**src/rtl/multicycle_ctrl.sv**
```systemverilog
// Multicycle control FSM: sequences PC/IR/RF/ALU/data-memory through IF/DEC/EX/MEM/WB.
// Optional illegal-opcode trap enabled by defining MULTICYCLE_CTRL_ILLEGAL_TRAP_EN.
module multicycle_ctrl #(
  parameter int CNT_W = 32
) (
  input  logic             Clk,
  input  logic             Reset,
  input  logic [31:0]      Instr,
  input  logic             Zero,
  input  logic             Mem_Ready,
  output logic             IR_LdEn,
  output logic             PC_LdEn,
  output logic             PC_sel,
  output logic             RF_WrEn,
  output logic             RF_B_sel,
  output logic             RF_WrData_sel,
  output logic             ALU_Bin_sel,
  output logic [3:0]       ALU_func,
  output logic [1:0]       ImmExt_sel,
  output logic             Mem_Req,
  output logic             Mem_WrEn,
  output logic             ByteOp,
  output logic             Halt,
  output logic [CNT_W-1:0] Instr_Count,
  output logic [2:0]       dbg_state
);

  typedef enum logic [2:0] {
    S_IF   = 3'd0,
    S_DEC  = 3'd1,
    S_EX   = 3'd2,
    S_MEM  = 3'd3,
    S_WB   = 3'd4,
    S_HALT = 3'd5
  } state_t;

  state_t           state_q, state_d;
  logic [CNT_W-1:0] cnt_q, cnt_d;

  logic [5:0] opc;
  logic is_r, is_li, is_lui, is_addi, is_andi, is_ori;
  logic is_b, is_beq, is_bne, is_lb, is_lw, is_sb, is_sw;
  logic is_imm, is_br, is_load, is_store, is_known;
  logic [3:0] alu_func_dec;
  logic [1:0] imm_sel_dec;

  // Register fields are consumed by the datapath, not by this controller.
  logic unused_instr_bits;
  assign unused_instr_bits = ^Instr[25:4];

  always_comb begin
    opc      = Instr[31:26];
    is_r     = (opc == 6'b100000);
    is_li    = (opc == 6'b111000);
    is_lui   = (opc == 6'b111001);
    is_addi  = (opc == 6'b110000);
    is_andi  = (opc == 6'b110010);
    is_ori   = (opc == 6'b110011);
    is_b     = (opc == 6'b111111);
    is_beq   = (opc == 6'b000000);
    is_bne   = (opc == 6'b000001);
    is_lb    = (opc == 6'b000011);
    is_lw    = (opc == 6'b001111);
    is_sb    = (opc == 6'b000111);
    is_sw    = (opc == 6'b011111);
    is_imm   = is_li | is_lui | is_addi | is_andi | is_ori;
    is_br    = is_b | is_beq | is_bne;
    is_load  = is_lb | is_lw;
    is_store = is_sb | is_sw;
    is_known = is_r | is_imm | is_br | is_load | is_store;

    alu_func_dec = 4'b0000;
    if (is_r)         alu_func_dec = Instr[3:0];
    else if (is_andi) alu_func_dec = 4'b0010;
    else if (is_ori)  alu_func_dec = 4'b0011;
    else if (is_br)   alu_func_dec = 4'b0001;

    imm_sel_dec = 2'b00;
    if (is_andi | is_ori) imm_sel_dec = 2'b01;
    else if (is_lui)      imm_sel_dec = 2'b10;
    else if (is_br)       imm_sel_dec = 2'b11;
  end

  always_comb begin
    state_d       = state_q;
    IR_LdEn       = 1'b0;
    PC_LdEn       = 1'b0;
    PC_sel        = 1'b0;
    RF_WrEn       = 1'b0;
    RF_B_sel      = 1'b0;
    RF_WrData_sel = 1'b0;
    ALU_Bin_sel   = 1'b0;
    ALU_func      = 4'b0000;
    ImmExt_sel    = 2'b00;
    Mem_Req       = 1'b0;
    Mem_WrEn      = 1'b0;
    ByteOp        = 1'b0;
    Halt          = 1'b0;

    case (state_q)
      S_IF: begin
        IR_LdEn = 1'b1;
        state_d = S_DEC;
      end
      S_DEC: begin
        RF_B_sel = is_beq | is_bne | is_store;
        if (is_known) state_d = S_EX;
        else begin
`ifdef MULTICYCLE_CTRL_ILLEGAL_TRAP_EN
          state_d = S_HALT;
`else
          state_d = S_WB;
`endif
        end
      end
      S_EX: begin
        ALU_Bin_sel = ~(is_r | is_br);
        ALU_func    = alu_func_dec;
        ImmExt_sel  = imm_sel_dec;
        if (is_br) begin
          PC_LdEn = 1'b1;
          PC_sel  = is_b | (is_beq & Zero) | (is_bne & ~Zero);
          state_d = S_IF;
        end else if (is_load | is_store) begin
          state_d = S_MEM;
        end else begin
          state_d = S_WB;
        end
      end
      S_MEM: begin
        Mem_Req  = 1'b1;
        Mem_WrEn = is_store;
        ByteOp   = is_lb | is_sb;
        if (Mem_Ready) begin
          if (is_store) begin
            PC_LdEn = 1'b1;
            state_d = S_IF;
          end else begin
            state_d = S_WB;
          end
        end
      end
      S_WB: begin
        // Unknown opcodes arrive here only as NOPs: retire without writing.
        RF_WrEn       = is_known;
        RF_WrData_sel = is_load;
        PC_LdEn       = 1'b1;
        state_d       = S_IF;
      end
      S_HALT: begin
`ifdef MULTICYCLE_CTRL_ILLEGAL_TRAP_EN
        Halt    = 1'b1;
        state_d = S_HALT;
`else
        state_d = S_IF;
`endif
      end
      default: state_d = S_IF;
    endcase

    // Reset dominates everything, including an in-flight memory access.
    if (!Reset) begin
      state_d       = S_IF;
      IR_LdEn       = 1'b0;
      PC_LdEn       = 1'b0;
      PC_sel        = 1'b0;
      RF_WrEn       = 1'b0;
      RF_B_sel      = 1'b0;
      RF_WrData_sel = 1'b0;
      ALU_Bin_sel   = 1'b0;
      ALU_func      = 4'b0000;
      ImmExt_sel    = 2'b00;
      Mem_Req       = 1'b0;
      Mem_WrEn      = 1'b0;
      ByteOp        = 1'b0;
      Halt          = 1'b0;
    end
  end

  always_comb begin
    if (!Reset) cnt_d = '0;
    else        cnt_d = cnt_q + CNT_W'(PC_LdEn);
  end

  always_ff @(posedge Clk) begin
    state_q <= state_d;
    cnt_q   <= cnt_d;
  end

  assign Instr_Count = cnt_q;
  assign dbg_state   = state_q;

endmodule

```
**config.mk**
```make
export PLATFORM = sky130hd
export DESIGN_NAME = multicycle_ctrl
export DESIGN_NICKNAME = d
export VERILOG_FILES = /design/src/rtl/multicycle_ctrl.sv
export SDC_FILE = /design/constraint.sdc
export NUM_CORES = 1
export LEC_CHECK = 0
export CORE_MARGIN = 8
export CORE_UTILIZATION = 43
export DETAILED_ROUTE_END_ITERATION = 16
export GPL_TIMING_DRIVEN = 0
export PLACE_DENSITY = 0.78
export SETUP_SLACK_MARGIN = 0.05
export SLEW_MARGIN = 20
export SYNTH_ARGS = -nofsm -noshare
export SYNTH_HDL_FRONTEND = slang
export SYNTH_SLANG_ARGS = --single-unit
```
**constraint.sdc**
```tcl
create_clock -name Clk -period 4.5 [get_ports Clk]
set_input_delay 0.9 -clock Clk [delete_from_list [all_inputs] [get_ports Clk]]
set_output_delay 0.9 -clock Clk [all_outputs]
set_load 0.02 [all_outputs]
```
==> results of run 1 <==
==> metal layers <==
metal,track usage,vias to the layer above,share of wire
li1,-,1140,-
met1,0.1794,1085,0.43
met2,0.2820,99,0.48
met3,0.05253,14,0.074
met4,0.05892,0,0.018
met5,0,-,0
==> worst paths after layout <==
check,slack [ns],depth (start not counted),endpoint,startpoint
min,0.49,2,Instr_Count[31],Instr_Count[31]
min reg2reg,0.49,2,Instr_Count[31],Instr_Count[31]
max reg2reg,1.20,11,Instr_Count[30],dbg_state[1]
max,0.17,13,Instr_Count[30],Instr[27]
==> where the power goes <==
group	leakage, uW	switching [uW]	internal [uW]
combinational	0.000586	45.9	35.9
clock	0.0000505	117	139
sequential	0.000282	2.94	313
==> state kept, by name (all words and copies together) (netlist names) <==
| register | cells |
|---|---|
| Instr_Count | 32 |
| dbg_state | 3 |
==> synthesized netlist by cell type (all sizes together), types with 2 or more instances <==
cell    count  area (um2)
nand4      10       68.81
nor2       23       86.33
buf         7       58.80
ha          2       25.02
xnor2       7       61.31
nor4        2       12.51
nor3       11       55.05
o22ai       2       12.51
nand2      20       75.07
or3         6       38.79
nand3b      2       15.01
a31oi       2       12.51
and4        2       18.77
or4        19       146.4
inv        11       41.29
and2        3       18.77
or2         2       12.52
nor2b       5       31.28
and3        5       31.28
clkbuf     13       48.80
o21ai       6       30.03
nand3      14       82.58
o31a        2       17.52
xor2        4       35.03
a21oi      24       120.1
dfxtp      35       700.7
nand2b      5       31.28
o31ai      13       97.59
==> stage by stage <==
step	TNS [ns]	setup slack (ns)	util	area [um2]	instances
2_1_floorplan	0	0.1666	-	2115	272
3_3_place_gp	-4.048	-0.4203	0.5926	2799	399
3_5_place_dp	-4.499	-0.4403	0.5926	2799	399
4_1_cts	0	0.09972	0.6196	2927	409
5_1_grt	0	0.05133	0.6273	2963	410
6_report	0	0.1747	0.6273	2963	410
==> logic make-up after synthesis <==
family / Yosys count / synth area share
other: 1 / 0.001779
adder cells (fa/ha/maj): 2 / 0.01187
AO/OA/AOI/OAI: 60 / 0.1816
flip-flops: 35 / 0.3323
XOR/XNOR: 11 / 0.04570
AND/OR/NAND/NOR: 131 / 0.3513
multiplexers: 1 / 0.004748
buffers and inverters: 31 / 0.07062
==> layout make-up <==
cell class / instances / area (um2) / area share
Multi-Input combinational cell: 206 / 1291 / 0.4358
Clock buffer: 7 / 96.34 / 0.03252
Buffer: 20 / 118.9 / 0.04012
Timing Repair Buffer: 63 / 623.1 / 0.2103
Tap cell: 67 / 83.83 / 0.02829
Sequential cell: 35 / 700.7 / 0.2365
Clock inverter: 1 / 7.507 / 0.002534
Inverter: 11 / 41.29 / 0.01394
==> repair_timing <==
action,4_1_cts,5_1_grt
gates resized for setup,3,12
pin swaps,1,3
setup buffers,2,1
endpoints found under the setup margin,11,8
==> critical path, delay by kind of cell <==
family | cells | cell delay, ns
buffers and inverters | 3 | 0.77
and+or+nand+nor | 5 | 1.74
adders and majority gates | 2 | 0.41
AOI/OAI and AO/OA | 3 | 0.71
==> key figures, run 1 <==
Power and ir drop
  – PwrDens: 220.5 nW/um2
  – Overall power: ~650 uW
  – Leakage: just over 0.0009 uW
  – Peak supply drop: roughly 0.00012 V

Placement
  – GP Congestion: 0.8655
  – IO buf count: 60
  – HPWL Detailed: around 4400 um

Timing
  – Max Clk Rate: 231.2 MHz
  – Final Hold Fails: 0
  – Worst Skew: approximately 0.010 ns
  – Hold Slack: roughly 0.49 ns
  – Fin crit share: 0.9612
  – RSZ-0062 raised after global routing: no
  – Final Max Slew Viols: 0
  – # setup viols final: 0
  – Tightest Pin Transition: between 0.6 and 0.7 ns
  – Max-slew headroom: 0.5491
  – Final Critical Period: around 4.3 ns

Drt
  – Vias post-DR: 2338
  – DR iter-0 viols: between 100 and 150
  – DRC viols: 0
  – Post-DR wirelength/cell: between 10 and 15 um
  – Detailed Routing Iterations Pass 1: 5
  – Routed wire length: just over 6000 um
  – Routed vias/inst: 5.702
  – DRT antenna net count: 0

Worst setup path
  – CP arrival: ~4.5 ns
  – Sequence of cells on the critical path: clkdlybuf4s50_1, buf_6, nand3b_1, a211o_1, or4_4, a31oi_4, ha_2, ha_2, nand2_2, or4_4, buf_6, or4_1, a21oi_1
  – WP data required: between 4 and 5 ns
  – Max stage delay on crit path: roughly 0.53 ns
  – Worst-path maximum fanout: 10
  – Crit path capture type: register
  – Crit path launch type: primary input
  – Worst path slowest cell: or4_4
  – Setup Crit Path Kind: in -> reg

Clock network
  – Root buffer cell: clkbuf_8
  – CTS sink count: 35
  – Clock transition at the registers of the reported paths: roughly 0.070 ns
  – Clock buffer depth: 2
  – Cts hold-fix bufs: 0
  – Clock network latency to the later pin of the worst-skew pair: 0.29 ns
  – Total CTS buffers: 5
  – CTS H-tree lvls: 2
  – CTS tree: done

Floorplan
  – Cell Rows: 25
  – Ports: slightly below 90
  – Die height: approximately 86 um
  – Die area: 7399 um2
  – Starting density of the core: 0.4464
  – Die width: between 80 and 90 um
  – Core area: between 4000 and 5000 um2

Logic synthesis
  – Syn Area/Cell: 7.751 um2
  – Synth cell types: 51
  – Seq cells post-synth: 35
  – Cell count after synthesis: 272
  – Yosys warns: 0
  – Number of synthesized flops with an enable pin: 0
  – Synthesized area: around 2100 um2
  – Sequential-to-total area share from yosys stat: 0.3323
  – Syn_nets: 310
  – Post-synth ARST share: 0
  – Dominant synthesized flop cell: dfxtp_1

Global route
  – GRT Total Usage: 0.1624
  – Grt total ovfl: 0
  – Antenna violations before repair: 0
  – Largest net degree at the start of global routing: 12
  – Number of global-route vias before repair: about 2200
  – Global-route wire length before repair: 9970 um

Min path
  – Worst Hold Class: reg -> reg

Finish
  – Layout area overhead: 40.53%
  – Fill count: roughly 420
  – Most common library cell in the layout ignoring fill and taps: clkdlybuf4s50_1
  – Share of cells above drive strength 1: 0.09329
  – Final net count: 380
  – Diodes inserted: 0
  – Most frequent cells in the layout: clkdlybuf4s50_1, dfxtp_1, a21oi_1, nor2_1, nand2_1

Job
  – Max_cap viols: 0

Run status
  – Run status: complete, no violations
Power figures use the tool's default switching activity.
==> inputs of run 2 (changes only) <==
Settings changed: SKIP_CTS_REPAIR_TIMING from default to 1.
==> run 2 against run 1 <==
Effect of this change: die area stayed put; sequential power hardly changed; sequential cell count stayed put; wire length hardly changed; clock power hardly changed; critical endpoint unchanged; count of clock-buffer cells in the layout stayed put; power is 0.26% lower; combinational power is 0.7% lower; worst setup slack worse by 0.018 ns.
==> key figures, run 2 (same netlist as run 1, synthesis figures left out) <==
Global route
  – GRT Total Usage: 0.1588 (-0.003574)
  – Antenna violations before repair: 0 (unchanged)
  – Global-route wire length before repair: 9742 um (-2.3%)
  – Number of global-route vias before repair: 2146 (-0.74%)
  – Largest net degree at the start of global routing: 12 (unchanged)
  – Grt total ovfl: 0 (unchanged)

Drt
  – Post-DR wirelength/cell: 14.83 um (+0.33%)
  – Routed wire length: 6064 um (about the same)
  – Vias post-DR: 2327 (-0.47%)
  – DRC viols: 0 (unchanged)
  – Detailed Routing Iterations Pass 1: 7 (+2)
  – DRT antenna net count: 0 (unchanged)
  – Routed vias/inst: 5.689 (-0.23%)
  – DR iter-0 viols: 125 (-8.1%)

Timing
  – Final Hold Fails: 0 (unchanged)
  – Max Clk Rate: 230.2 MHz (-0.42%)
  – Setup TNS Final: 0 ns (unchanged)
  – Final Critical Period: 4.343 ns (+0.01812 ns)
  – Hold Slack: 0.4953 ns (+0.004049 ns)
  – Fin crit share: 0.9652 (+0.004027)
  – Max-slew headroom: 0.5328 (-0.01627)
  – # setup viols final: 0 (unchanged)
  – Worst Skew: 0.008122 ns (-0.002308 ns)
  – RSZ-0062 raised after global routing: no
  – Final Max Slew Viols: 0 (unchanged)
  – Tightest Pin Transition: 0.6911 ns (+0.02406 ns)

Power and ir drop
  – Sw frac: 0.2519 (-0.001543)
  – Gate power share: 0.125 (about the same)
  – PwrDens: 219.7 nW/um2 (-0.34%)
  – Leakage: 0.0009145 uW (-0.43%)
  – Clock share of power: 0.391 (about the same)
  – Flop pwr share: 0.484 (about the same)
  – P_sw: 164.2 uW (-0.86%)
  – Peak supply drop: 0.0001225 V (-1.1%)
  – Int Power: 487.4 uW (about the same)

Min path
  – Hold path cells: 2 (unchanged)
  – Hold Startpoint: Instr_Count[31]
  – Worst Hold Class: reg -> reg
  – Hold EP: Instr_Count[31]

Placement
  – IO buf count: 60 (unchanged)
  – GP Congestion: 0.8655 (unchanged)
  – HPWL Detailed: 4369 um (unchanged)

Worst setup path
  – Worst path slowest cell: or4_4
  – WP data required: 4.72 ns (about the same)
  – FF-to-FF End: Instr_Count[30]
  – Worst-path maximum fanout: 10 (unchanged)
  – RR Startpoint: dbg_state[1]
  – Crit path capture type: register
  – CP arrival: 4.56 ns (+0.02 ns)
  – Reg2Reg Setup Slack: 1.23 ns (+0.03 ns)
  – Sequence of cells on the critical path: clkdlybuf4s50_1, buf_6, nand3b_1, a211o_1, or4_4, a31oi_4, ha_2, ha_4, nand2_2, or4_4, buf_6, or4_1, a21oi_1
  – Max stage delay on crit path: 0.54 ns (about the same)
  – Worst reg2reg path depth: 11 (unchanged)
  – Setup Crit Path Kind: in -> reg
  – Crit path launch type: primary input

Clock network
  – Clock transition at the registers of the reported paths: 0.07 ns (about the same)
  – Clock network latency to the later pin of the worst-skew pair: 0.29 ns (about the same)
  – Root buffer cell: clkbuf_8
  – CTS sink count: 35 (unchanged)
  – CTS H-tree lvls: 2 (unchanged)
  – Total CTS buffers: 5 (unchanged)
  – CTS tree: done
  – Clock buffer depth: 2 (unchanged)

Floorplan
  – Core area: 4723 um2 (unchanged)
  – Cell Rows: 25 (unchanged)
  – Die height: 86.02 um (unchanged)
  – Ports: 88 (unchanged)
  – Starting density of the core: 0.4464 (unchanged)
  – Die area: 7399 um2 (unchanged)
  – Die width: 86.02 um (unchanged)

Finish
  – Fill count: 418 (+0.48%)
  – Diodes inserted: 0 (unchanged)
  – Layout area overhead: 40.65% (about the same)
  – Core Util, Final: 0.6278 (about the same)
  – Share of cells above drive strength 1: 0.09064 (-0.002651)
  – Final net count: 379 (-0.26%)
  – Most common library cell in the layout ignoring fill and taps: clkdlybuf4s50_1
  – Max FFs per register: 32 (unchanged)
  – Most frequent cells in the layout: clkdlybuf4s50_1, dfxtp_1, a21oi_1, nor2_1, nand2_1

Job
  – Max_cap viols: 0 (unchanged)

Run status
  – Run status: complete, no violations
[run 2: cell count changes in the layout (fill, tap and decap cells not counted), sizes merged]
| cell | previous run | this run |
|---|---|---|
| clkbuf | 18 | 19 |
| buf | 12 | 10 |
[run 2: final cells by class]
cell class | count | area (um2) | share of cell area
clock buffer | 7 | 96.34 | 0.03249
inverter | 11 | 41.29 | 0.01392
tap | 67 | 83.83 | 0.02827
multi-input combinational | 206 | 1301 | 0.4388
sequential | 35 | 700.7 | 0.2363
timing repair buffer | 62 | 615.6 | 0.2076
buffer | 20 | 118.9 | 0.04008
clock inverter | 1 | 7.507 | 0.002532
[run 2: metrics by stage]
step	std cells	area (um2)	setup slack, ns	total power, uW
3_5_place_dp	399	2799	-0.4403	400.5
2_1_floorplan	272	2115	0.1666	371.3
3_3_place_gp	399	2799	-0.4203	399.1
4_1_cts	407	2903	-0.1846	653.3
5_1_grt	409	2965	0.04562	680.7
6_report	409	2965	0.1566	651.6
[run 2: power groups by stage]
stage	logic [uW]	registers, uW	clock network (uW)
after floorplan	45.5	326	0
after global placement	76.7	322	0
after detailed placement	77.8	323	0
after CTS	78.2	315	260
after global routing	89.7	316	275
final	81.1	315	255
[run 2: worst max path at each step]
stage,start,endpoint,depth (start not counted)
finish,Instr[27],Instr_Count[30],13
global route,Instr[27],Instr_Count[30],13
global placement,Instr[27],Instr_Count[30],13
CTS,Instr[27],Instr_Count[30],13
floorplan,Instr[26],Instr_Count[28],12
detailed placement,Instr[27],Instr_Count[30],13
[run 2: critical path, delay by kind of cell]
kind | cells | cell delay [ns]
simple gates | 5 | 1.79
buf+inv | 3 | 0.77
compound gates | 3 | 0.70
fa+ha+maj | 2 | 0.38
[run 2: layer usage]
layer,track usage,vias up,part of all wire
li1,-,1140,-
met1,0.1733,1064,0.42
met2,0.2764,111,0.48
met3,0.05253,12,0.080
met4,0.06051,0,0.020
met5,0,-,0
